$ cat config.mk
export PLATFORM = sky130hd
export DESIGN_NAME = rv_hazard_ctrl
export DESIGN_NICKNAME = d
export VERILOG_FILES = /design/src/rtl/rv_hazard_ctrl_pkg.sv /design/src/rtl/rv_hazard_ctrl_cmp.sv /design/src/rtl/rv_hazard_ctrl.sv
export SDC_FILE = /design/constraint.sdc
export NUM_CORES = 1
export LEC_CHECK = 0
export CORE_UTILIZATION = 41
export CTS_CLUSTER_DIAMETER = 60
export DETAILED_ROUTE_END_ITERATION = 8
export GPL_ROUTABILITY_DRIVEN = 0
export SKIP_CTS_REPAIR_TIMING = 1
export SLEW_MARGIN = 20
export SYNTH_ARGS = -nofsm -noshare
export SYNTH_HDL_FRONTEND = slang
export SYNTH_SLANG_ARGS = --single-unit
$ cat constraint.sdc
create_clock -name i_clk -period 4.5 [get_ports i_clk]
set_input_delay 0.45 -clock i_clk [delete_from_list [all_inputs] [get_ports i_clk]]
set_output_delay 0.45 -clock i_clk [all_outputs]
set_load 0.05 [all_outputs]
$ cat src/rtl/rv_hazard_ctrl_pkg.sv
// rtl/rv_hazard_ctrl_pkg.sv - shared types and helpers for the ALU1 hazard controller
package rv_hazard_ctrl_pkg;

  // One-hot bypass select for an operand of the instruction now in ALU1
  typedef struct packed {
    logic alu2;
    logic memory;
    logic write;
    logic wr_back;
  } ctrl_rs_bp_t;

  // Destination-register record for one in-flight pipeline stage
  typedef struct packed {
    logic       valid;
    logic [4:0] rd;
    logic       reg_write;
    logic       load;
  } hz_entry_t;

  // Load-use stall sequencer states
  typedef enum logic [1:0] {
    HZ_IDLE   = 2'd0,
    HZ_STALL2 = 2'd1,
    HZ_STALL1 = 2'd2
  } hz_state_t;

  // Tracking pipe layout: index 0 is the youngest in-flight instruction
  localparam int HZ_STAGES = 5;
  localparam int HZ_FWD    = 4;
  localparam int E_ALU1    = 0;
  localparam int E_ALU2    = 1;
  localparam int E_MEM     = 2;
  localparam int E_WR      = 3;
  localparam int E_WB      = 4;

  localparam hz_entry_t   HZ_BUBBLE = '{valid: 1'b0, rd: 5'd0, reg_write: 1'b0, load: 1'b0};
  localparam ctrl_rs_bp_t BP_NONE   = '{alu2: 1'b0, memory: 1'b0, write: 1'b0, wr_back: 1'b0};

  // An in-flight entry supplies an operand only if it really writes a nonzero rd
  function automatic logic hz_match(input hz_entry_t e, input logic [4:0] rs, input logic use_rs);
    return e.valid && e.reg_write && (e.rd == rs) && (rs != 5'd0) && use_rs;
  endfunction

  // Stall cycles a consumer needs behind a load sitting at a given tracking stage
  function automatic logic [1:0] hz_load_weight(input logic load_late, input int stage);
    logic [1:0] w;
    w = 2'd0;
    if (stage == E_ALU1) begin
      w = load_late ? 2'd2 : 2'd1;
    end else if (stage == E_ALU2) begin
      w = load_late ? 2'd1 : 2'd0;
    end
    return w;
  endfunction

endpackage

$ cat src/rtl/rv_hazard_ctrl_cmp.sv
// rtl/rv_hazard_ctrl_cmp.sv - per-operand bypass select and load-use stall count
module rv_hazard_cmp
  import rv_hazard_ctrl_pkg::*;
#(
  parameter bit LOAD_LATE = 1'b1
) (
  input  logic [4:0]  rs,
  input  logic        use_rs,
  input  hz_entry_t   ent [HZ_FWD],
  output ctrl_rs_bp_t bp,
  output logic [1:0]  load_stall
);

  logic [HZ_FWD-1:0] hit;
  logic [1:0]        cand [HZ_FWD];

  for (genvar g = 0; g < HZ_FWD; g++) begin : g_stage
    assign hit[g]  = hz_match(ent[g], rs, use_rs);
    assign cand[g] = (hit[g] && ent[g].load) ? hz_load_weight(LOAD_LATE, g) : 2'd0;
  end

  // Youngest producer wins so the ALU1 operand always sees the newest value
  always_comb begin
    bp = BP_NONE;
    if (hit[E_ALU1]) begin
      bp.alu2 = 1'b1;
    end else if (hit[E_ALU2]) begin
      bp.memory = 1'b1;
    end else if (hit[E_MEM]) begin
      bp.write = 1'b1;
    end else if (hit[E_WR]) begin
      bp.wr_back = 1'b1;
    end
  end

  // Longest wait over every matching load still short of its data stage
  always_comb begin
    load_stall = 2'd0;
    for (int i = 0; i < HZ_FWD; i++) begin
      if (cand[i] > load_stall) begin
        load_stall = cand[i];
      end
    end
  end

endmodule

$ cat src/rtl/rv_hazard_ctrl.sv
// rtl/rv_hazard_ctrl.sv - ALU1 hazard controller: tracking pipe, bypass, stalls, flushes
module rv_hazard_ctrl
  import rv_hazard_ctrl_pkg::*;
#(
  parameter bit          LOAD_LATE         = 1'b1,
  parameter int unsigned TRAP_FLUSH_CYCLES = 2
) (
  input  logic        i_clk,
  input  logic        i_reset_n,
  input  logic        i_dec_valid,
  input  logic [4:0]  i_dec_rs1,
  input  logic [4:0]  i_dec_rs2,
  input  logic        i_dec_use_rs1,
  input  logic        i_dec_use_rs2,
  input  logic [4:0]  i_dec_rd,
  input  logic        i_dec_reg_write,
  input  logic        i_dec_load,
  input  logic        i_pc_change,
  input  logic        i_trap,
  output ctrl_rs_bp_t o_rs1_bp,
  output ctrl_rs_bp_t o_rs2_bp,
  output logic        o_stall_dec,
  output logic        o_flush_alu1,
  output logic        o_flush_front
);

  localparam logic [2:0] TRAP_RELOAD = 3'(TRAP_FLUSH_CYCLES - 1);

  hz_entry_t   trk [HZ_STAGES];
  hz_entry_t   fwd [HZ_FWD];
  hz_entry_t   dec_entry;
  hz_state_t   state;
  hz_state_t   state_nxt;
  logic [2:0]  trap_cnt;
  ctrl_rs_bp_t bp1;
  ctrl_rs_bp_t bp2;
  logic [1:0]  ls1;
  logic [1:0]  ls2;
  logic [1:0]  need;
  logic        kill_alu1;
  logic        kill_alu2;
  logic        stall_req;
  logic        issue;

  // A trap also kills the ALU2 instruction; a redirect lets it retire
  assign kill_alu1 = i_pc_change | i_trap;
  assign kill_alu2 = i_trap;

  assign dec_entry = '{valid: 1'b1, rd: i_dec_rd, reg_write: i_dec_reg_write, load: i_dec_load};

  for (genvar g = 0; g < HZ_FWD; g++) begin : g_fwd
    assign fwd[g] = trk[g];
  end

  rv_hazard_cmp #(
    .LOAD_LATE (LOAD_LATE)
  ) u_cmp_rs1 (
    .rs         (i_dec_rs1),
    .use_rs     (i_dec_valid & i_dec_use_rs1),
    .ent        (fwd),
    .bp         (bp1),
    .load_stall (ls1)
  );

  rv_hazard_cmp #(
    .LOAD_LATE (LOAD_LATE)
  ) u_cmp_rs2 (
    .rs         (i_dec_rs2),
    .use_rs     (i_dec_valid & i_dec_use_rs2),
    .ent        (fwd),
    .bp         (bp2),
    .load_stall (ls2)
  );

  assign need = (ls1 > ls2) ? ls1 : ls2;

  // Stall sequencing; trap and redirect override any pending load-use stall
  always_comb begin
    stall_req = 1'b0;
    state_nxt = HZ_IDLE;
    if (!kill_alu1) begin
      stall_req = (state != HZ_IDLE) || (need != 2'd0);
      case (state)
        HZ_IDLE:   state_nxt = (need == 2'd2) ? HZ_STALL1 : HZ_IDLE;
        HZ_STALL2: state_nxt = HZ_STALL1;
        HZ_STALL1: state_nxt = (need == 2'd2) ? HZ_STALL1 : HZ_IDLE;
        default:   state_nxt = HZ_IDLE;
      endcase
    end
  end

  assign o_stall_dec   = stall_req;
  assign o_flush_alu1  = stall_req | kill_alu1;
  assign o_flush_front = kill_alu1 | (trap_cnt != 3'd0);
  assign issue         = i_dec_valid & ~o_flush_alu1;

  // Shift the tracking pipe toward write-back, inserting bubbles on kills
  always_ff @(posedge i_clk or negedge i_reset_n) begin
    if (!i_reset_n) begin
      trk[E_ALU1] <= HZ_BUBBLE;
      trk[E_ALU2] <= HZ_BUBBLE;
      trk[E_MEM]  <= HZ_BUBBLE;
      trk[E_WR]   <= HZ_BUBBLE;
      trk[E_WB]   <= HZ_BUBBLE;
    end else begin
      trk[E_ALU1] <= issue ? dec_entry : HZ_BUBBLE;
      trk[E_ALU2] <= kill_alu1 ? HZ_BUBBLE : trk[E_ALU1];
      trk[E_MEM]  <= kill_alu2 ? HZ_BUBBLE : trk[E_ALU2];
      trk[E_WR]   <= trk[E_MEM];
      trk[E_WB]   <= trk[E_WR];
    end
  end

  // Bypass selects travel with the instruction into the ALU1 register
  always_ff @(posedge i_clk or negedge i_reset_n) begin
    if (!i_reset_n) begin
      o_rs1_bp <= BP_NONE;
      o_rs2_bp <= BP_NONE;
    end else begin
      o_rs1_bp <= issue ? bp1 : BP_NONE;
      o_rs2_bp <= issue ? bp2 : BP_NONE;
    end
  end

  // Stall state register and post-trap front-end flush countdown
  always_ff @(posedge i_clk or negedge i_reset_n) begin
    if (!i_reset_n) begin
      state    <= HZ_IDLE;
      trap_cnt <= 3'd0;
    end else begin
      state <= state_nxt;
      if (i_trap) begin
        trap_cnt <= TRAP_RELOAD;
      end else if (trap_cnt != 3'd0) begin
        trap_cnt <= trap_cnt - 3'd1;
      end
    end
  end

endmodule
==> results.yml <==
pwr:
  internal_power_uw: 618
  switchingPower_uw: 202
  swShare_pct: 24.7
  p_seq_share_pct: 48.4
  p_per_area_mw_per_mm2: 286
  p_leak_nw: 1.26
  pwr-share-comb_pct: 16.4
  vdd_drop_max_mv: 0.139
  clockPowerShare_pct: 35.1
placement:
  portBuffers: 34
  place_area_mm2: 0.00276
  dp_hpwl_mm: 3.84
sta:
  finClkSkew_ps: 4.53
  maxSlewViolCount: 0
  max-slew-margin-rel_pct: 36.8
  fin_setup_tns_ps: 0
  hold_viol_final: 0
  worstMarginPinSlew_ps: 947
  rsz0062_at_grt: "false"
  setup_viol: 0
  timing.fmax_ghz: 0.229
  fin_crit_ps: 4370
  final.period_utilization_pct: 97.1
logic_synthesis:
  ys_top_cells_by_count: "dfrtp_1 (42), xnor2_1 (21), xor2_1 (20), and2_1 (9), nand4_1 (9)"
  yosysMostFrequentCell: "dfrtp_1"
  synth_flop_cell: "dfrtp_1"
  synth_cell_types: 46
  synth_edf_count: 0
  syn_area_mm2: 0.00225
  ys_warn_count: 0
  ys_ff_latch: 42
  async_reset_ff_share_pct: 100
  netlist_top_cells_area: "dfrtp_1 (47%), xnor2_1 (8.2%), xor2_1 (7.8%)"
  synth_area_per_cell_um2: 10.8
  yosys.area.top_type: "dfrtp_1"
  postSynthCellCount: 208
  ys_seq_area_share_pct: 46.6
  synth_nets: 237
  synth_top_cell_area_share_pct: 46.6
detailed_routing:
  avgRoutedWirePerCell_um: 15.4
  detail_route.drc_violations: 0
  dr_total_vias: 1646
  dr.first_iter.drc_count: 85
  dr.pass1.iters: 4
  routed_wirelength_mm: 4.98
  via_per_inst: 5.08
  antenna_left: 0
grt:
  grt_max_degree: 43
  grt_usage_pct: 18.8
  grt_pass1_vias: 1714
  grt_pass1_wl_mm: 8.41
  antenna_found_initial: 0
  grt.overflow.total: 0
cells_and_area:
  area_growth_pct: 27.4
  multi_input_area_mm2: 0.00112
  drive_gt1_share_pct: 15.4
  antenna_cells: 0
  seqCellArea_mm2: 0.00105
  nFillCells: 481
  fin_area_mm2: 0.00287
  final_nets: 282
worst_setup_path:
  worstPathArrival_ps: 3920
  critPathBufInv: 2
  critical-path-top-delay-family: "simple AND/OR/NAND/NOR gates"
  crit_slowest_cell: "or4_2"
  crit_path_end_kind: "primary output"
  crit_required_ps: 4050
  crit_fanout: 4
  r2r_slack_ps: 1130
  slowest_delay_ps: 600
  cp-start-kind: "input pin"
  critical_path_class: "input pin to primary output"
  crit_path_cell_trace: "clkdlybuf4s50_1 > or4_4 > o211ai_4 > nor4_4 > or4_2 > ha_1 > nand2b_1 > and2_1 > or3b_2 > o32a_1 > nand2_1 > buf_12"
cts:
  cts_num_sinks: 42
  root_buffer: "clkbuf_8"
  htreeDepth: 2
  path_clk_slew_ps: 80
  clk_latency_ps: 280
  cts_tree: "built"
  cts_buffer_depth: 2
  cts_made_buffers: 5
floorplanning:
  dieArea_mm2: 0.00580
  placementRows: 26
  die_y_um: 76.2
  coreArea_mm2: 0.00520
  die_w_um: 76.2
  io_pins: 35
  initial_core_util_pct: 43.3
outcome:
  outcome: "complete, no violations"
run:
  max_cap_violations: 0
min_path:
  hold_path.class: "input pin to async pin"
-- layer usage --
layer	track usage [%]	part of all wire [%]
met4	6.73	1.7
met1	25.3	48
met3	3.59	4.0
met2	30.4	47
met5	0	0
-- state kept, by name, indices dropped and copies added, names as in the netlist --
signal and count:
o_rs1_bp 4, trap_cnt 3, fwd 30, state 1, o_rs2_bp 4
-- power by group through the flow --
| stage | Sequential [mW] | Combinational [mW] | Clock [mW] |
|---|---|---|---|
| after floorplan | 0.403 | 0.0832 | 0 |
| after global placement | 0.405 | 0.133 | 0 |
| after detailed placement | 0.405 | 0.136 | 0 |
| after CTS | 0.397 | 0.136 | 0.299 |
| after global routing | 0.400 | 0.151 | 0.314 |
| final | 0.397 | 0.135 | 0.288 |
-- kinds of logic after synthesis --
logic type / synth area share (%)
AO/OA/AOI/OAI: 9.10
XOR/XNOR: 15.9
adder cells (fa/ha/maj): 2.77
buffers and inverters: 4.05
flip-flops: 46.6
AND/OR/NAND/NOR: 21.5
-- worst paths after layout --
check | start | to | depth (start not counted)
max | i_dec_rs1[1] | o_flush_alu1 | 12
min | i_reset_n | o_rs2_bp[0] | 1
max reg2reg | fwd[22] | fwd[29] | 11
min reg2reg | fwd[9] | fwd[1] | 0
max in group asynchronous | i_reset_n | fwd[31] | 1
min in group i_clk | fwd[9] | fwd[1] | 0
-- stage by stage --
step | power (mW) | worst slack [ps] | hold slack [ps] | utilization (%) | cells
5_1_grt | 0.864 | 19.2 | 383 | 55.2 | 324
4_1_cts | 0.833 | 132 | 333 | 55.1 | 324
2_1_floorplan | 0.486 | 247 | 154 | - | 208
3_5_place_dp | 0.541 | 146 | 366 | 53.0 | 316
6_report | 0.820 | 130 | 305 | 55.2 | 324
3_3_place_gp | 0.538 | 184 | 358 | 53.0 | 316
-- layout make-up --
cell class / count / share of cell area [%]
inverters: 7 / 0.915
multi-input cells: 146 / 38.9
repair buffers: 51 / 16.8
flip-flops and latches: 42 / 36.6
clock buffers: 7 / 2.66
clock inverters: 1 / 1.05
well taps: 70 / 3.05
-- cells in the final DEF (no fill, tap or decap), drive strengths merged, types with 5 or more instances in the layout --
cell type	synthesis	final
nor2	8	8
buf	9	20
nand2	8	8
xnor2	21	21
clkbuf	4	7
ha	5	5
nor2b	7	7
inv	7	7
xor2	20	20
nor4	7	7
nand3	5	5
and3	8	8
clkdlybuf4s50	0	31
dfrtp	42	42
nand4	9	9
and2	9	9
Note: power is estimated with default switching activity, not from simulation.
